## src/rtl/reset_seq_pkg.sv

```systemverilog
// Shared types and constants for the staged reset sequencer.
package reset_seq_pkg;

    typedef enum logic [1:0] {
        WAIT_LOCK = 2'd0,
        STABILIZE = 2'd1,
        RELEASE   = 2'd2,
        RUN       = 2'd3
    } seq_state_t;

    localparam int                    LOSS_CNT_W   = 8;
    localparam logic [LOSS_CNT_W-1:0] LOSS_CNT_MAX = 8'd255;

    // Next lock-loss count. A loss coinciding with a clear still records the
    // loss, so the count restarts at one rather than dropping the event.
    function automatic logic [LOSS_CNT_W-1:0] loss_count_next(
        input logic [LOSS_CNT_W-1:0] cur,
        input logic                  loss,
        input logic                  clr
    );
        logic [LOSS_CNT_W-1:0] res;
        res = cur;
        if (loss) begin
            if (clr) begin
                res = LOSS_CNT_W'(1);
            end else if (cur != LOSS_CNT_MAX) begin
                res = cur + LOSS_CNT_W'(1);
            end
        end else if (clr) begin
            res = '0;
        end
        return res;
    endfunction

endpackage

```

## src/rtl/sync_2ff.sv

```systemverilog
// Generic two-flop synchronizer, one independent chain per bit, with an
// asynchronous active-low clear.
module sync_2ff #(
    parameter int WIDTH = 1
) (
    input  logic             clock,
    input  logic             reset_n,
    input  logic [WIDTH-1:0] d,
    output logic [WIDTH-1:0] q
);

    logic [WIDTH-1:0] meta_reg;
    logic [WIDTH-1:0] sync_reg;

    for (genvar gi = 0; gi < WIDTH; gi++) begin : g_bit
        // Two back-to-back flops give the first one a full cycle to resolve.
        always_ff @(posedge clock or negedge reset_n) begin
            if (!reset_n) begin
                meta_reg[gi] <= 1'b0;
                sync_reg[gi] <= 1'b0;
            end else begin
                meta_reg[gi] <= d[gi];
                sync_reg[gi] <= meta_reg[gi];
            end
        end
    end

    assign q = sync_reg;

endmodule

```

## src/rtl/reset_sequencer.sv

```systemverilog
// Holds downstream logic in reset until the PLL has been stably locked, then
// releases the reset domains one by one at a fixed spacing. Any loss of lock
// after release starts re-asserts every domain and is counted.
module reset_sequencer
    import reset_seq_pkg::*;
#(
    parameter int LOCK_STABLE_CYCLES = 1024,
    parameter int STAGE_GAP_CYCLES   = 16,
    parameter int NUM_STAGES         = 3
) (
    input  logic                  clock,
    input  logic                  reset_n,
    input  logic                  pll_locked,
    input  logic                  clear_count,
    output logic [NUM_STAGES-1:0] stage_reset_n,
    output logic                  ready,
    output logic [LOSS_CNT_W-1:0] lock_loss_count,
    output logic [1:0]            state
);

    localparam int STABLE_W = $clog2(LOCK_STABLE_CYCLES + 1);
    localparam int GAP_W    = $clog2(STAGE_GAP_CYCLES + 1);

    localparam logic [STABLE_W-1:0]   STABLE_ONE   = STABLE_W'(1);
    localparam logic [STABLE_W-1:0]   STABLE_LAST  = STABLE_W'(LOCK_STABLE_CYCLES);
    localparam logic [GAP_W-1:0]      GAP_ONE      = GAP_W'(1);
    localparam logic [GAP_W-1:0]      GAP_LAST     = GAP_W'(STAGE_GAP_CYCLES);
    localparam logic [NUM_STAGES-1:0] STAGE_FIRST  = NUM_STAGES'(1);
    localparam logic [NUM_STAGES-1:0] ALL_RELEASED = '1;

    logic lock_sync;

    seq_state_t            state_reg,  state_next;
    logic [STABLE_W-1:0]   stable_reg, stable_next;
    logic [GAP_W-1:0]      gap_reg,    gap_next;
    logic [NUM_STAGES-1:0] stage_reg,  stage_next;
    logic                  ready_reg,  ready_next;
    logic [LOSS_CNT_W-1:0] loss_reg,   loss_next;
    logic                  loss_event;

    sync_2ff #(.WIDTH(1)) u_lock_sync (
        .clock   (clock),
        .reset_n (reset_n),
        .d       (pll_locked),
        .q       (lock_sync)
    );

    // State, counters and all outputs are registered; reset asserts them at once.
    always_ff @(posedge clock or negedge reset_n) begin
        if (!reset_n) begin
            state_reg  <= WAIT_LOCK;
            stable_reg <= '0;
            gap_reg    <= '0;
            stage_reg  <= '0;
            ready_reg  <= 1'b0;
            loss_reg   <= '0;
        end else begin
            state_reg  <= state_next;
            stable_reg <= stable_next;
            gap_reg    <= gap_next;
            stage_reg  <= stage_next;
            ready_reg  <= ready_next;
            loss_reg   <= loss_next;
        end
    end

    // Sequencing: a counter "expires" on the edge where it would reach its
    // terminal value, so stage 0 releases LOCK_STABLE_CYCLES edges after the
    // first locked sample and stages follow every STAGE_GAP_CYCLES edges.
    always_comb begin
        state_next  = state_reg;
        stable_next = stable_reg;
        gap_next    = gap_reg;
        stage_next  = stage_reg;
        ready_next  = ready_reg;
        loss_event  = 1'b0;

        case (state_reg)
            WAIT_LOCK: begin
                stage_next  = '0;
                ready_next  = 1'b0;
                stable_next = '0;
                if (lock_sync) begin
                    if (STABLE_ONE == STABLE_LAST) begin
                        state_next = RELEASE;
                        stage_next = STAGE_FIRST;
                        gap_next   = '0;
                    end else begin
                        state_next  = STABILIZE;
                        stable_next = STABLE_ONE;
                    end
                end
            end
            STABILIZE: begin
                if (!lock_sync) begin
                    // Lock never reached the release point: not a loss.
                    state_next  = WAIT_LOCK;
                    stable_next = '0;
                end else if (stable_reg + STABLE_ONE == STABLE_LAST) begin
                    state_next  = RELEASE;
                    stable_next = '0;
                    stage_next  = STAGE_FIRST;
                    gap_next    = '0;
                end else begin
                    stable_next = stable_reg + STABLE_ONE;
                end
            end
            RELEASE: begin
                if (!lock_sync) begin
                    loss_event = 1'b1;
                end else if (gap_reg + GAP_ONE == GAP_LAST) begin
                    stage_next = (stage_reg << 1) | STAGE_FIRST;
                    gap_next   = '0;
                end else begin
                    gap_next = gap_reg + GAP_ONE;
                end
            end
            RUN: begin
                if (!lock_sync) begin
                    loss_event = 1'b1;
                end
            end
            default: begin
                state_next = WAIT_LOCK;
            end
        endcase

        // Releasing the last stage (including stage 0 when it is the only
        // one) completes the sequence on the same edge.
        if (state_next == RELEASE && stage_next == ALL_RELEASED) begin
            state_next = RUN;
            ready_next = 1'b1;
        end

        if (loss_event) begin
            state_next  = WAIT_LOCK;
            stage_next  = '0;
            ready_next  = 1'b0;
            gap_next    = '0;
            stable_next = '0;
        end

        loss_next = loss_count_next(loss_reg, loss_event, clear_count);
    end

    assign stage_reset_n   = stage_reg;
    assign ready           = ready_reg;
    assign lock_loss_count = loss_reg;
    assign state           = state_reg;

endmodule

```

## config.mk

```make
export PLATFORM = sky130hd
export DESIGN_NAME = reset_sequencer
export DESIGN_NICKNAME = d
export VERILOG_FILES = /design/src/rtl/reset_seq_pkg.sv /design/src/rtl/sync_2ff.sv /design/src/rtl/reset_sequencer.sv
export SDC_FILE = /design/constraint.sdc
export NUM_CORES = 1
export LEC_CHECK = 0
export ABC_CLOCK_PERIOD_IN_PS = 2430
export BUFFER_PORTS_ARGS = -buffer_cell sky130_fd_sc_hd__buf_2
export CAP_MARGIN = 20
export CORE_MARGIN = 8
export CORE_UTILIZATION = 35
export CTS_CLUSTER_SIZE = 8
export DETAILED_ROUTE_END_ITERATION = 10
export SYNTH_ARGS = -nofsm -noshare
export SYNTH_HDL_FRONTEND = slang
export SYNTH_SLANG_ARGS = --single-unit
```

## constraint.sdc

```tcl
create_clock -name clock -period 2.43 [get_ports clock]
set_input_delay 0.3645 -clock clock [delete_from_list [all_inputs] [get_ports clock]]
set_output_delay 0.3645 -clock clock [all_outputs]
set_load 0.01 [all_outputs]
```

Yosys cells after proc, flatten, opt, wreduce, memory -nomap -nowiden
Index checks and enable logic that the tools add are counted.
- add/sub/neg operators: 3
- muxes and demuxes: 32
- reduce and logical (&&, ||, !) cells: 10
- eq/ne operators: 11
- operator list (operator ; count):
    11-bit two-way mux ; 3
    8-bit two-way mux ; 4
    5-bit two-way mux ; 5
    11-bit one-hot mux with 2 select lines ; 1
    3-bit two-way mux ; 5
    11-bit by 1-bit adder with 11-bit output, second input constant ; 1
    11-bit == test, second input constant ; 1
    2-bit two-way mux ; 5
    5-bit one-hot mux with 2 select lines ; 1
    3-bit one-hot mux with 3 select lines ; 1
    3-bit nonzero test ; 3
    8-bit by 1-bit adder with 8-bit output, second input constant ; 1
    8-bit != test, second input constant ; 1
    2-bit == test, second input constant ; 3
    1-bit two-way mux ; 6
    3-bit by 2-bit != test with 1-bit output, second input constant ; 2
    5-bit by 1-bit adder with 5-bit output, second input constant ; 1
    5-bit == test, second input constant ; 1
    2-bit one-hot mux with 2 select lines ; 1
    4-bit AND reduction ; 1
    2-bit nonzero test ; 2
    3-bit == test, second input constant ; 1
    3-bit != test, second input constant ; 1
    2-bit by 1-bit == test with 1-bit output, second input constant ; 1
    4 further kinds ; 4
- word-level logic and storage cells: 64
- bits in registers: 32
- input bits: 4

Logic depth before layout (Yosys ltp)
Gate-level depths: netlist of run 1.
- depth in word-level cells: 9
- depth in mapped cells: 7
- gate-level depth less buffers: 7

By module
A second synthesis of run 1 with hierarchy kept.
- cell total of the unflattened synthesis: 199
- area, all modules: 1831.8 µm²
- by module, submodules not included (module ; seq. area each (µm²) ; times used ; area an instance (µm²) ; cells each):
    reset_sequencer ; 750.7 ; 1 ; 1781.7 ; 197
    sync_2ff ; 50.0 ; 1 ; 50.0 ; 2

Worst setup path after synthesis of run 1
OpenSTA, ideal clock, no wires.
- path type: register -> register
- start point: register stable_reg[0]
- end point: register gap_reg[0]
- cell stages (with the launch flop): 8
- data required time: 2.308 ns
- setup slack: 0.200 ns
- data arrival time: 2.107 ns
- cell sequence: dfrtp_1 ha_1 and4_4 a211o_1 a221o_1 a2111oi_4 o22ai_1 o2bb2ai_1
- cells in the longest elaborated chain, start to end: 4
- ends and longest elaborated chain (element ; line ; RTL):
    start, declared ; reset_sequencer.sv:34 ; logic [STABLE_W-1:0] stable_reg, stable_next;
    start signal, assigned ; reset_sequencer.sv:59 ; stable_reg <= stable_next;
    11-bit by 1-bit adder with 11-bit output ; reset_sequencer.sv:99 ; end else if (stable_reg + STABLE_ONE == STABLE_LAST) begin
    11-bit == test ; reset_sequencer.sv:99 ;
    3-bit != test (no source line) ; - ;
    4-bit AND reduction (no source line) ; - ;
    end signal, assigned ; reset_sequencer.sv:60 ; gap_reg <= gap_next;
    end, declared ; reset_sequencer.sv:35 ; logic [GAP_W-1:0] gap_reg, gap_next;
No other way between the ends.
A chain may end at the register's enable or synchronous reset.

Worst setup path after layout of run 1
- start point: register stable_reg[0]
- end point: register stage_reg[0] (netlist: stage_reset_n[0])
- cells in the longest elaborated chain, start to end: 6
- ends and longest elaborated chain (element ; line ; RTL):
    11-bit by 1-bit adder with 11-bit output ; reset_sequencer.sv:99 ;
    11-bit == test ; reset_sequencer.sv:99 ;
    3-bit two-way mux ; reset_sequencer.sv:99 ;
    3-bit two-way mux ; reset_sequencer.sv:95 ; if (!lock_sync) begin
    3-bit one-hot mux with 3 select lines ; reset_sequencer.sv:78 ; case (state_reg)
    3-bit two-way mux ; reset_sequencer.sv:135 ; if (loss_event) begin
    named net stage_next[0] ; reset_sequencer.sv:36 ; logic [NUM_STAGES-1:0] stage_reg, stage_next;
    end signal, assigned ; reset_sequencer.sv:61 ; stage_reg <= stage_next;
    end, declared ; reset_sequencer.sv:36 ;
The timed path passes the listed nets, and every way through them passes these cells.

==> results of run 1 <==
how the worst max path moves through the flow:
stage	start	endpoint	slack, ns	cells past startpoint
6_report	stable_reg[0]	stage_reset_n[0]	0.33	8
5_1_grt	stable_reg[3]	stage_reset_n[2]	0.20	6
4_1_cts	stable_reg[0]	stage_reset_n[0]	0.33	8
3_5_place_dp	stable_reg[0]	stage_reset_n[1]	0.36	7
3_3_place_gp	stable_reg[0]	stage_reset_n[0]	0.37	8
2_1_floorplan	stable_reg[0]	gap_reg[0]	0.20	7
power breakdown:
part	switching, W	internal (W)	total, W
Combinational	0.0000400	0.0000167	0.0000567
Clock	0.000182	0.000194	0.000376
Sequential	0.00000359	0.000538	0.000541
Total	0.000226	0.000748	0.000974
final cells by class:
cell class / instances / area (µm²) / area share, %
flip-flops and latches: 32 / 801 / 37.4
clock buffers: 6 / 72.6 / 3.39
clock inverters: 1 / 5.00 / 0.234
repair buffers: 27 / 160 / 7.49
multi-input cells: 155 / 987 / 46.2
inverters: 6 / 22.5 / 1.05
well taps: 72 / 90.1 / 4.21
worst register-to-register path, stage by stage (launching register included):
cell	delay [ns]
dfrtp_1	0.38
ha_1	0.21
and4_4	0.19
a211o_1	0.25
a221o_1	0.35
a2111oi_4	0.30
buf_4	0.21
o21ai_0	0.07
o21ai_0	0.07
through the flow:
stage | utilization [%] | power [W] | hold slack, ns | worst slack, ns
after CTS | 39.6 | 0.000994 | 0.160 | 0.334
after global routing | 39.6 | 0.00103 | 0.171 | 0.197
after detailed placement | 38.1 | 0.000609 | 0.344 | 0.357
final | 39.6 | 0.000974 | 0.141 | 0.334
after floorplan | - | 0.000585 | 0.0689 | 0.200
after global placement | 38.1 | 0.000608 | 0.333 | 0.366
layout by cell type, fill, tap and decap left out, types with 2 or more instances in the layout:
cell type  netlist  routed
dfrtp_1         32      32
nand2_1         17      17
buf_2            0      17
a21oi_1         15      15
nand3_1         15      15
nor2_1          15      15
o21ai_0         14      14
buf_4            0      10
nand4_1          9       9
o211ai_1         7       7
inv_1            6       6
nand4b_1         5       5
xor2_1           5       5
and3_1           5       5
clkbuf_8         5       5
mux2i_1          4       4
nand3b_1         3       3
and2_1           3       3
o22ai_1          3       3
a31oi_1          3       3
or3_1            3       3
ha_1             3       3
a211o_1          2       2
a211oi_1         2       2
o211a_1          2       2
nor3_1           2       2
mux2_2           2       2
layer usage:
metal  up-vias  routed length, µm  track usage (%)
li1        807                  -                -
met1       779               2060             15.1
met2        33               1940             16.9
met3         7                136             2.49
met4         0                 61             4.16
met5         -                  0                0
cells by family (layout without fill, tap and decap cells):
group / after synthesis / after routing
xor+xnor: 6 / 6
fa+ha+maj: 3 / 3
buf+inv: 17 / 40
simple gates: 83 / 83
compound gates: 57 / 57
mux: 6 / 6
flops: 32 / 32
==> flow_metrics.env, run 1 <==
export IMPL_seq_area_frac_synth_pct=41.8
export IMPL_placed_area_um2=2060
export IMPL_syn_num_nets=211
export IMPL_arrival_ns=2.30
export IMPL_worst_path_buf_inv=1
export IMPL_route_detailed_drc=0
export IMPL_coreArea_um2=5410
export IMPL_fin_crit_ns=2.10
export IMPL_netlist_area_um2=1920
export IMPL_cts_root_buf="clkbuf_8"
export IMPL_wl_per_cell_um=14.0
export IMPL_grt_pass1_wl_um=7670
export IMPL_synth_top_family_by_area="simple AND/OR/NAND/NOR gates"
export IMPL_yosysTopAreaCellShare_pct=41.8
export IMPL_yosys_area_top_type="dfrtp_1"
export IMPL_dp_cells=292
export IMPL_synth_seq_cells=32
export IMPL_cts_sinks=32
export IMPL_worstRegToRegCells=8
export IMPL_ant_nets=0
export IMPL_crit_path_cell_trace="ha_1 -> and4_4 -> a211o_1 -> a221o_1 -> a2111oi_4 -> buf_4 -> o21ai_0 -> o21ai_0"
export IMPL_routed_via_density=5.44
export IMPL_final_area_um2=2140
export IMPL_cts_tree="built"
export IMPL_io_pins=18
export IMPL_hpwl_um=2970
export IMPL_clkSlewWorstSetupHoldPaths_ns=0.06
export IMPL_cp_data_required_time_ns=2.63
export IMPL_fin_skew_ns=0.00652
export IMPL_drtPass1Iterations=4
export IMPL_yosys_mux_area_fraction_pct=3.26
export IMPL_synth_common_cells="dfrtp_1, nand2_1, a21oi_1, nand3_1, nor2_1"
export IMPL_synth_edf_count=0
export IMPL_crit_top_cell="o21ai_0"
export IMPL_fillers=567
export IMPL_die_h_um=90.0
export IMPL_cts_htree_levels=2
export IMPL_largest_reg_flops=11
export IMPL_leakage_nw=0.912
export IMPL_worstReg2RegEnd="stage_reset_n[0]"
export IMPL_grt_usage_pct=11.2
export IMPL_synthCells=204
export IMPL_drive_gt1_share_pct=18.1
export IMPL_tightest_slew_ns=0.716
export IMPL_die_w_um=90.0
export IMPL_synth_compound_area_share_pct=20.1
export IMPL_critPathKind="reg2reg"
export IMPL_place_gp_congestion=0.773
export IMPL_post_cts_resized=0
export IMPL_antenna_found_initial=0
export IMPL_cts_buffers_inserted=5
export IMPL_cpPeakStageDelay_ns=0.38
export IMPL_crit_slowest_cell="dfrtp_1"
export IMPL_n_antenna_cell=0
export IMPL_ys_types=43
export IMPL_post_cts_repair_setup_buffers=0
export IMPL_max_freq_mhz=477
export IMPL_syn_to_final_growth_pct=11.6
export IMPL_synthMostInstantiatedCell="dfrtp_1"
export IMPL_drv_cap=0
export IMPL_rows=27
export IMPL_slew_viol_final=0
export IMPL_start_util_pct=35.5
export IMPL_worstSkewPairLatency_ns=0.28
export IMPL_finalWirelength_um=4190
export IMPL_synth_simple_area_share_pct=23.4
export IMPL_period_share_pct=86.2
export IMPL_port_buffers=17
export IMPL_route_vias_total=1626
export IMPL_grt_overflow=0
export IMPL_r2r_start="stable_reg[0]"
export IMPL_end_kind="flop"
export IMPL_nets=234
export IMPL_worstSetupStartpointType="flop"
export IMPL_rsz0062_at_grt="no"
export IMPL_cts_buffer_depth=2
export IMPL_synthTopCellsByArea="dfrtp_1, a21oi_1, nand3_1, o21ai_0, clkbuf_8"
export IMPL_async_reset_ff_share_pct=100
export IMPL_final_cells=299
export IMPL_slew_headroom_pct=52.3
export IMPL_ctsHoldBuffers=0
export IMPL_r2r_setup_slack_ns=0.33
export IMPL_drtIter0Drc=105
export IMPL_cp_max_fo=7
export IMPL_yosys_warnings=0
export IMPL_synth_xor_area_share_pct=2.74
export IMPL_grt_start_max_net_pins=33
export IMPL_die_area_um2=8100
export IMPL_path_delay_family="compound AO/OA/AOI/OAI gates"
export IMPL_vdd_drop_max_uv=429
export IMPL_hold_viol=0
export IMPL_powerDensity_nw_per_um2=456
export IMPL_setup_violations=0
export IMPL_synthAdderAreaFrac_pct=1.96
export IMPL_synth_top_flop_cell="dfrtp_1"
export IMPL_synth_avg_cell_area_um2=9.40
export IMPL_hp_class="in2async"
export IMPL_finalSetupTns_ns=0
export IMPL_grt_pass1_vias=1559
export IMPL_status="finished, final reports clean"
(Power assumes the default switching activity.)
==> run 2, diff against run 1 <==
--- a/config.mk
+++ b/config.mk
@@ -6,7 +6,7 @@
 export NUM_CORES = 1
 export LEC_CHECK = 0
 export ABC_CLOCK_PERIOD_IN_PS = 2430
-export BUFFER_PORTS_ARGS = -buffer_cell sky130_fd_sc_hd__buf_2
+export BUFFER_PORTS_ARGS = -buffer_cell sky130_fd_sc_hd__clkbuf_2
 export CAP_MARGIN = 20
 export CORE_MARGIN = 8
 export CORE_UTILIZATION = 35
==> constraint.sdc (replaced) <==
create_clock -name clock -period 2.43 [get_ports clock]
set_input_delay 0.486 -clock clock [delete_from_list [all_inputs] [get_ports clock]]
set_output_delay 0.486 -clock clock [all_outputs]
set_load 0.01 [all_outputs]
==> flow_metrics.env, run 2 (synthesis gave the netlist of run 1 again) <==
export IMPL_status="finished, final reports clean"
export IMPL_critPathKind="reg2reg"
export IMPL_port_buffers=17
export IMPL_finalWirelength_um=4410
export IMPL_routed_via_density=5.41
export IMPL_io_pins=18
export IMPL_worstSetupStartpointType="flop"
export IMPL_slew_headroom_pct=46.5
export IMPL_most_common_layout_cells="dfrtp_1, nand2_1, clkbuf_2"
export IMPL_syn_to_final_growth_pct=12.8
export IMPL_drive_gt1_share_pct=18.8
export IMPL_post_cts_repair_setup_buffers=0
export IMPL_grt_usage_pct=10.9
export IMPL_place_gp_congestion=0.732
export IMPL_grt_pass1_vias=1573
export IMPL_end_kind="flop"
export IMPL_drv_cap=0
export IMPL_die_w_um=90.0
export IMPL_finalSetupTns_ns=0
export IMPL_vdd_drop_max_uv=429
export IMPL_met3_usage_pct=2.74
export IMPL_max_freq_mhz=457
export IMPL_period_share_pct=90.1
export IMPL_cp_max_fo=7
export IMPL_drtPass1Iterations=4
export IMPL_post_cts_resized=0
export IMPL_ctsHoldBuffers=0
export IMPL_final_cells=301
export IMPL_cts_root_buf="clkbuf_8"
export IMPL_start_util_pct=35.5
export IMPL_worstSkewPairLatency_ns=0.28
export IMPL_nets=235
export IMPL_cts_tree="built"
export IMPL_worstRegToRegCells=8
export IMPL_grt_overflow=0
export IMPL_cts_sinks=32
export IMPL_clkSlewWorstSetupHoldPaths_ns=0.07
export IMPL_met2_usage_pct=16.9
export IMPL_tightest_slew_ns=0.803
export IMPL_rows=27
export IMPL_rsz0062_at_grt="no"
export IMPL_placed_area_um2=2070
export IMPL_ant_nets=0
export IMPL_die_h_um=90.0
export IMPL_r2r_start="stable_reg[0]"
export IMPL_cts_buffers_inserted=5
export IMPL_hp_class="in2async"
export IMPL_die_area_um2=8100
export IMPL_powerDensity_nw_per_um2=473
export IMPL_grt_pass1_wl_um=7330
export IMPL_arrival_ns=2.39
export IMPL_hpwl_um=3000
export IMPL_cts_htree_levels=2
export IMPL_hold_viol=0
export IMPL_route_vias_total=1629
export IMPL_largest_reg_flops=11
export IMPL_wl_per_cell_um=14.6
export IMPL_grt_start_max_net_pins=33
export IMPL_leakage_nw=0.908
export IMPL_cp_data_required_time_ns=2.63
export IMPL_use_met1_pct=13.5
export IMPL_n_antenna_cell=0
export IMPL_fin_skew_ns=0.00424
export IMPL_slew_viol_final=0
export IMPL_drtIter0Drc=139
export IMPL_coreArea_um2=5410
export IMPL_startpoint="stable_reg[0]"
export IMPL_final_area_um2=2160
export IMPL_cts_buffer_depth=2
export IMPL_route_detailed_drc=0
export IMPL_final_common_cell="dfrtp_1"
export IMPL_busiest_layer="met2"
export IMPL_dp_cells=293
export IMPL_antenna_found_initial=0
export IMPL_fin_crit_ns=2.19
export IMPL_setup_violations=0
==> run 2: changes by cell type in the layout (fill, tap and decap cells not counted) <==
| cell | before | now |
|---|---|---|
| clkbuf_2 | 0 | 17 |
| clkinv_2 | 1 | 0 |
| clkinvlp_4 | 0 | 1 |
| clkbuf_8 | 5 | 6 |
| buf_2 | 17 | 0 |
| buf_4 | 10 | 11 |
==> run 2: worst paths after layout <==
path / to / slack (ns)
worst min register to register: u_lock_sync.q / 0.35
worst max register to register: stage_reset_n[0] / 0.24
worst min-delay path: lock_loss_count[1] / 0.28
min in group clock: u_lock_sync.meta_reg / 0.31
worst max-delay path: stage_reset_n[0] / 0.24
max in group asynchronous: stable_reg[5] / 1.64
==> run 2: power breakdown <==
part | leakage [nW] | internal, W | switching, W | total [W]
clock network | 0.0445 | 0.000230 | 0.000193 | 0.000423
logic | 0.426 | 0.0000171 | 0.0000404 | 0.0000575
registers | 0.438 | 0.000537 | 0.00000386 | 0.000541
==> run 2: stage by stage <==
stage	hold WS, ns	utilization (%)	power [W]	setup WS [ns]
floorplan	0.190	-	0.000585	0.200
global placement	0.334	38.3	0.000609	0.304
detailed placement	0.343	38.3	0.000609	0.267
CTS	0.300	40.0	0.00103	0.244
global route	0.293	40.0	0.00106	0.113
finish	0.283	40.0	0.00102	0.240
==> run 2: worst max-delay path, stage by stage, from the launching register on <==
cell	delay, ns
dfrtp_1	0.38
ha_1	0.25
and4_4	0.21
a211o_1	0.25
a221o_1	0.35
a2111oi_4	0.31
buf_4	0.21
o21ai_0	0.07
o21ai_0	0.07
==> run 2: layout make-up <==
| cell class | count | area [µm²] |
|---|---|---|
| clock buffer | 7 | 86.3 |
| clock inverter | 1 | 7.51 |
| fill | 578 | 3240 |
| inverter | 6 | 22.5 |
| multi-input combinational | 155 | 987 |
| sequential | 32 | 801 |
| tap | 72 | 90.1 |
| timing repair buffer | 28 | 168 |
==> run 2: per-layer routing <==
layer,routed length (µm),vias to the layer above
li1,-,806
met1,2150,792
met2,2060,26
met3,132,5
met4,62,0
met5,0,-
